**src/rtl/access_key_sequencer.sv**
```systemverilog
// Access-sequence unlock engine: in-window reads whose key nibble matches a programmed sequence unlock
// a bounded run of LFSR-derived responses; unlocked and key_idx are registered, the response is combinational.
module access_key_sequencer #(
  parameter int                          WIN_W        = 2,
  parameter logic [WIN_W-1:0]            WIN_VAL      = 2'b01,
  parameter int                          KEY_W        = 4,
  parameter int                          KEY_LEN      = 4,
  parameter logic [KEY_LEN*KEY_W-1:0]    KEY_SEQ      = 16'h2A9C,
  parameter int                          RESP_W       = 2,
  parameter logic [5:0]                  LFSR_SEED    = 6'h2D,
  parameter int                          UNLOCK_READS = 8,
  parameter logic [KEY_W-1:0]            LOCK_SYM     = 4'hF
) (
  input  logic              clk,
  input  logic              rst_n,
  input  logic              sser_n,
  input  logic              br_w,
  input  logic [WIN_W-1:0]  ba_hi,
  input  logic [KEY_W-1:0]  ba_key,
  output logic [RESP_W-1:0] sd_out,
  output logic              sd_oe,
  output logic              unlocked,
  output logic [3:0]        key_idx
);

  if (LFSR_SEED == 6'h00) begin : g_bad_seed
    $error("access_key_sequencer: LFSR_SEED must be non-zero");
  end
  if (KEY_LEN < 1 || KEY_LEN > 16) begin : g_bad_len
    $error("access_key_sequencer: KEY_LEN must be 1..16");
  end
  if (UNLOCK_READS < 1 || UNLOCK_READS > 255) begin : g_bad_reads
    $error("access_key_sequencer: UNLOCK_READS must be 1..255");
  end
  if (RESP_W < 1 || RESP_W > 6) begin : g_bad_resp
    $error("access_key_sequencer: RESP_W must be 1..6");
  end

  typedef enum logic {HUNT, UNLOCKED} state_t;

  localparam logic [3:0] LAST_IDX = 4'(KEY_LEN - 1);
  localparam logic [7:0] CNT_INIT = 8'(UNLOCK_READS);

  state_t     state;
  logic [5:0] lfsr;
  logic [7:0] cnt;
  logic       acc;
  logic       par;

  // Unused table slots read as zero so key_idx can index the table at full width.
  logic [KEY_W-1:0] key_sym [16];
  for (genvar i = 0; i < 16; i++) begin : g_key
    if (i < KEY_LEN) begin : g_used
      assign key_sym[i] = KEY_SEQ[i*KEY_W +: KEY_W];
    end else begin : g_unused
      assign key_sym[i] = '0;
    end
  end

  assign acc    = !sser_n && br_w && (ba_hi == WIN_VAL);
  assign par    = ^lfsr;
  assign sd_oe  = acc && unlocked;
  assign sd_out = sd_oe ? (lfsr[RESP_W-1:0] ^ {RESP_W{par}}) : '0;

  always_ff @(posedge clk) begin
    if (!rst_n) begin
      state    <= HUNT;
      unlocked <= 1'b0;
      key_idx  <= 4'd0;
      lfsr     <= LFSR_SEED;
      cnt      <= 8'd0;
    end else if (acc) begin
      case (state)
        HUNT: begin
          if (ba_key == key_sym[key_idx]) begin
            if (key_idx == LAST_IDX) begin
              state    <= UNLOCKED;
              unlocked <= 1'b1;
              key_idx  <= 4'd0;
              lfsr     <= LFSR_SEED;
              cnt      <= CNT_INIT;
            end else begin
              key_idx  <= key_idx + 4'd1;
            end
          end else begin
            // A broken sequence may itself be the start of a new attempt.
            key_idx <= (ba_key == key_sym[0]) ? 4'd1 : 4'd0;
          end
        end
        UNLOCKED: begin
          if (ba_key == LOCK_SYM) begin
            state    <= HUNT;
            unlocked <= 1'b0;
            key_idx  <= 4'd0;
          end else begin
            // x^6 + x^5 + 1, shifted left with feedback into bit 0.
            lfsr <= {lfsr[4:0], lfsr[5] ^ lfsr[4]};
            cnt  <= cnt - 8'd1;
            if (cnt == 8'd1) begin
              state    <= HUNT;
              unlocked <= 1'b0;
              key_idx  <= 4'd0;
            end
          end
        end
        default: begin
          state    <= HUNT;
          unlocked <= 1'b0;
          key_idx  <= 4'd0;
        end
      endcase
    end
  end

endmodule

```
**config.mk**
```make
export PLATFORM = sky130hd
export DESIGN_NAME = access_key_sequencer
export DESIGN_NICKNAME = d
export VERILOG_FILES = /design/src/rtl/access_key_sequencer.sv
export SDC_FILE = /design/constraint.sdc
export NUM_CORES = 1
export LEC_CHECK = 0
export ABC_AREA = 1
export CORE_ASPECT_RATIO = 1.5
export CORE_MARGIN = 2
export CORE_UTILIZATION = 40
export DETAILED_ROUTE_END_ITERATION = 16
export PLACE_DENSITY = 0.74
export REMOVE_ABC_BUFFERS = 1
export SYNTH_ARGS = -nofsm -noshare
export SYNTH_HDL_FRONTEND = slang
export SYNTH_SLANG_ARGS = --single-unit
```
**constraint.sdc**
```tcl
create_clock -name clk -period 1.5 [get_ports clk]
set_input_delay 0.15 -clock clk [delete_from_list [all_inputs] [get_ports clk]]
set_output_delay 0.15 -clock clk [all_outputs]
set_load 0.005 [all_outputs]
```
==> impl_metrics.toml <==
[status]
outcome = "complete, but fails checks"
failed_checks = "setup timing"

[floorplanning]
std_cell_rows = 26
floorplan.core_area_um2 = 3350
die_span_in_y_um = 75.8
die_width_um = 51.9
die_outline_area_um2 = 3930
ios = 18
start_util = 0.410

[timing]
whs_ps = 455
finalSetupViolations = 14
slew_viol_final = 0
final_hold_fails = 0
setup_slack_ps = -101
grt_setup_unrepaired = "yes"
clock-skew-final_ps = 7.09
period_needed_ps = 1600
timing.slew.headroom = 0.836
tightestPinTransition_ps = 244
max_freq_mhz = 625
finalCritPeriodShare = 1.07

[layout]
share_of_cells_above_drive_strength_1 = 0.378
multi_input_comb_area_um2 = 1010
area_delta_synth_final_pct = 49.8
antennaDiodeCount = 0
final_cell_area_um2 = 2060
layout.nets = 271
filler_cell_count = 303
layout.cells.non_filler = 296
layout.area.seq_um2 = 409

[placement]
placed_area_um2 = 1750
dp_hpwl_um = 2480
dp.cells = 282
gpl.final_weighted_congestion = 0.800
pre_cts_ws_ps = -564
placement.io_buffers = 17

[critical_path]
critPathRequiredTime_ps = 1670
data_arrival_time_of_the_critical_path_ps = 1770
critical_path.most_common_cell = "nand2_2"
critPathSlowestCell = "dfxtp_4"
critPathMaxFanout = 8
end_kind = "register"
critPathLaunchType = "register"
timing.critical_path.buf_inv = 1
crit_path_max_incr_delay_ps = 360
critical_path.top_delay_family = "simple AND/OR/NAND/NOR gates"
path_class = "register to register"
critical_path.cell_chain = "ha_4 > inv_2 > ha_4 > nand2_2 > nand2_2 > nand2_2 > nor2_4 > nand3_4 > nand2_8 > nand2_2 > nand2_1 > nor2_1"

[power]
static-leakage-power_nw = 0.947
power_density_nw_per_um2 = 587
total_power_mw = 1.21
vdd_drop_max_v = 0.000558

[min_path]
worst_hold_path_type = "register to register"

[drt]
wirelength_um = 3470
routed_wire_length_per_instance_um = 11.7
viasPerCell = 5.02
drt-initial-drc-count = 37
num_vias = 1486
antenna_left = 0
drcViolationCount = 0
firstDrtPassIters = 4

[global_routing]
global_route_wire_length_before_repair_um = 5630
pin_count_of_the_biggest_net_entering_global_routing = 13
first_global_vias = 1414
grt_overflow = 0
grt_antenna_before_repair = 0
global_route.usage.total = 0.189

[synthesis]
mappedNetlistArea_um2 = 1370
sequential_area_share_after_synthesis = 0.291
share_of_the_synthesized_area_in_the_top_cell_type = 0.291
average_cell_area_after_synthesis_um2 = 6.80
synth.largest_area_cell = "dfxtp_1"
synthTopCellsByArea = "dfxtp_1 29%, nand2_1 13%, nand3_1 8.7%"
synth.lib_cells_used.distinct = 30
yosys_warnings = 0
synth-seq-cells = 20
post_synth_inst_count = 202

[cts]
htree_levels = 1
cts.root.buffer_cell = "clkbuf_8"
cts.path.max_buffers = 2
cts_buffers = 3
cts_sinks = 20
ctsHoldBuffers = 0
insertion_delay_ps = 270
cts_tree = "built"
clkSlewWorstSetupHoldPaths_ps = 80

[flow_run]
maxCapViolations = 0
[cells in the mapped netlist, drive strengths merged]
library cell,count
a21oi,13
a31oi,1
buf,1
clkbuf,1
clkinv,1
dfxtp,20
ha,6
inv,25
nand2,54
nand3,25
nand3b,2
nand4,3
nor2,29
nor3,2
o21ai,11
or2,2
xnor2,4
xor2,2
[power breakdown]
group | internal (mW) | leakage [nW] | switching, mW | total [mW]
Combinational | 0.0593 | 0.748 | 0.0721 | 0.131
Sequential | 0.531 | 0.163 | 0.00185 | 0.533
Clock | 0.357 | 0.0357 | 0.188 | 0.545
[routing by layer]
metal,track usage,vias to the layer above,wire length [µm]
met3,0.0176,7,129
li1,-,753,-
met5,0,-,0
met4,0.0906,0,84
met1,0.180,693,1270
met2,0.391,33,1980
[final cells by class]
| cell class | count | area share |
|---|---|---|
| clock buffer | 3 | 0.0201 |
| clock inverter | 1 | 0.0146 |
| inverter | 26 | 0.0498 |
| multi-input combinational | 154 | 0.491 |
| sequential | 20 | 0.199 |
| tap | 42 | 0.0255 |
| timing repair buffer | 50 | 0.200 |
[layout by cell type (no fill, tap or decap), types with 2 or more instances in the layout]
cell type,n
dlymetal6s2s_1,2
nand2_8,2
o21ai_1,6
inv_4,2
ha_1,2
dfxtp_1,15
buf_4,30
o21ai_0,3
a21oi_1,8
nor2_2,3
clkbuf_8,3
nor2_1,18
ha_4,4
buf_6,2
dlygate4sd2_1,5
xor2_1,2
o21ai_2,2
nand2_4,2
inv_2,4
xnor2_1,3
nand3_1,21
nand4_1,3
nand2_2,13
nand3_2,3
dfxtp_2,4
nand2_1,37
inv_1,19
a21oi_2,5
clkbuf_2,2
clkdlybuf4s50_1,8
nand3b_1,2
nor2_4,8
[state kept, by name (all words and copies together), names as in the netlist]
name      count
cnt           8
lfsr          6
key_idx       4
state         1
unlocked      1
[timing repair]
action	in CTS	in global routing
buffers inserted	5	5
pin swaps	16	8
resized for setup	40	23
hold endpoints to repair	0	0
cloned	0	0
setup endpoints to repair	23	24
[per-stage QoR]
stage          TNS, ps  utilization
6_report          -703        0.614
2_1_floorplan     -821            -
5_1_grt          -2250        0.614
3_3_place_gp     -4090        0.522
4_1_cts           -502        0.584
3_5_place_dp     -4890        0.522
[path summary, 6_finish.rpt]
kind	slack, ps	startpoint	cells after the start	to
worst min-delay path	450	cnt[0]	1	cnt[0]
worst min register to register	450	cnt[0]	1	cnt[0]
worst max-delay path	-100	key_idx[1]	12	cnt[7]
worst max register to register	-100	key_idx[1]	12	cnt[7]
[kinds of logic after synthesis]
logic type	after synthesis	share of synthesized area
buf+inv	28	0.0865
flops	20	0.291
simple gates	117	0.432
fa+ha+maj	6	0.0546
compound gates	25	0.0975
xor+xnor	6	0.0383
(Power assumes the default switching activity.)
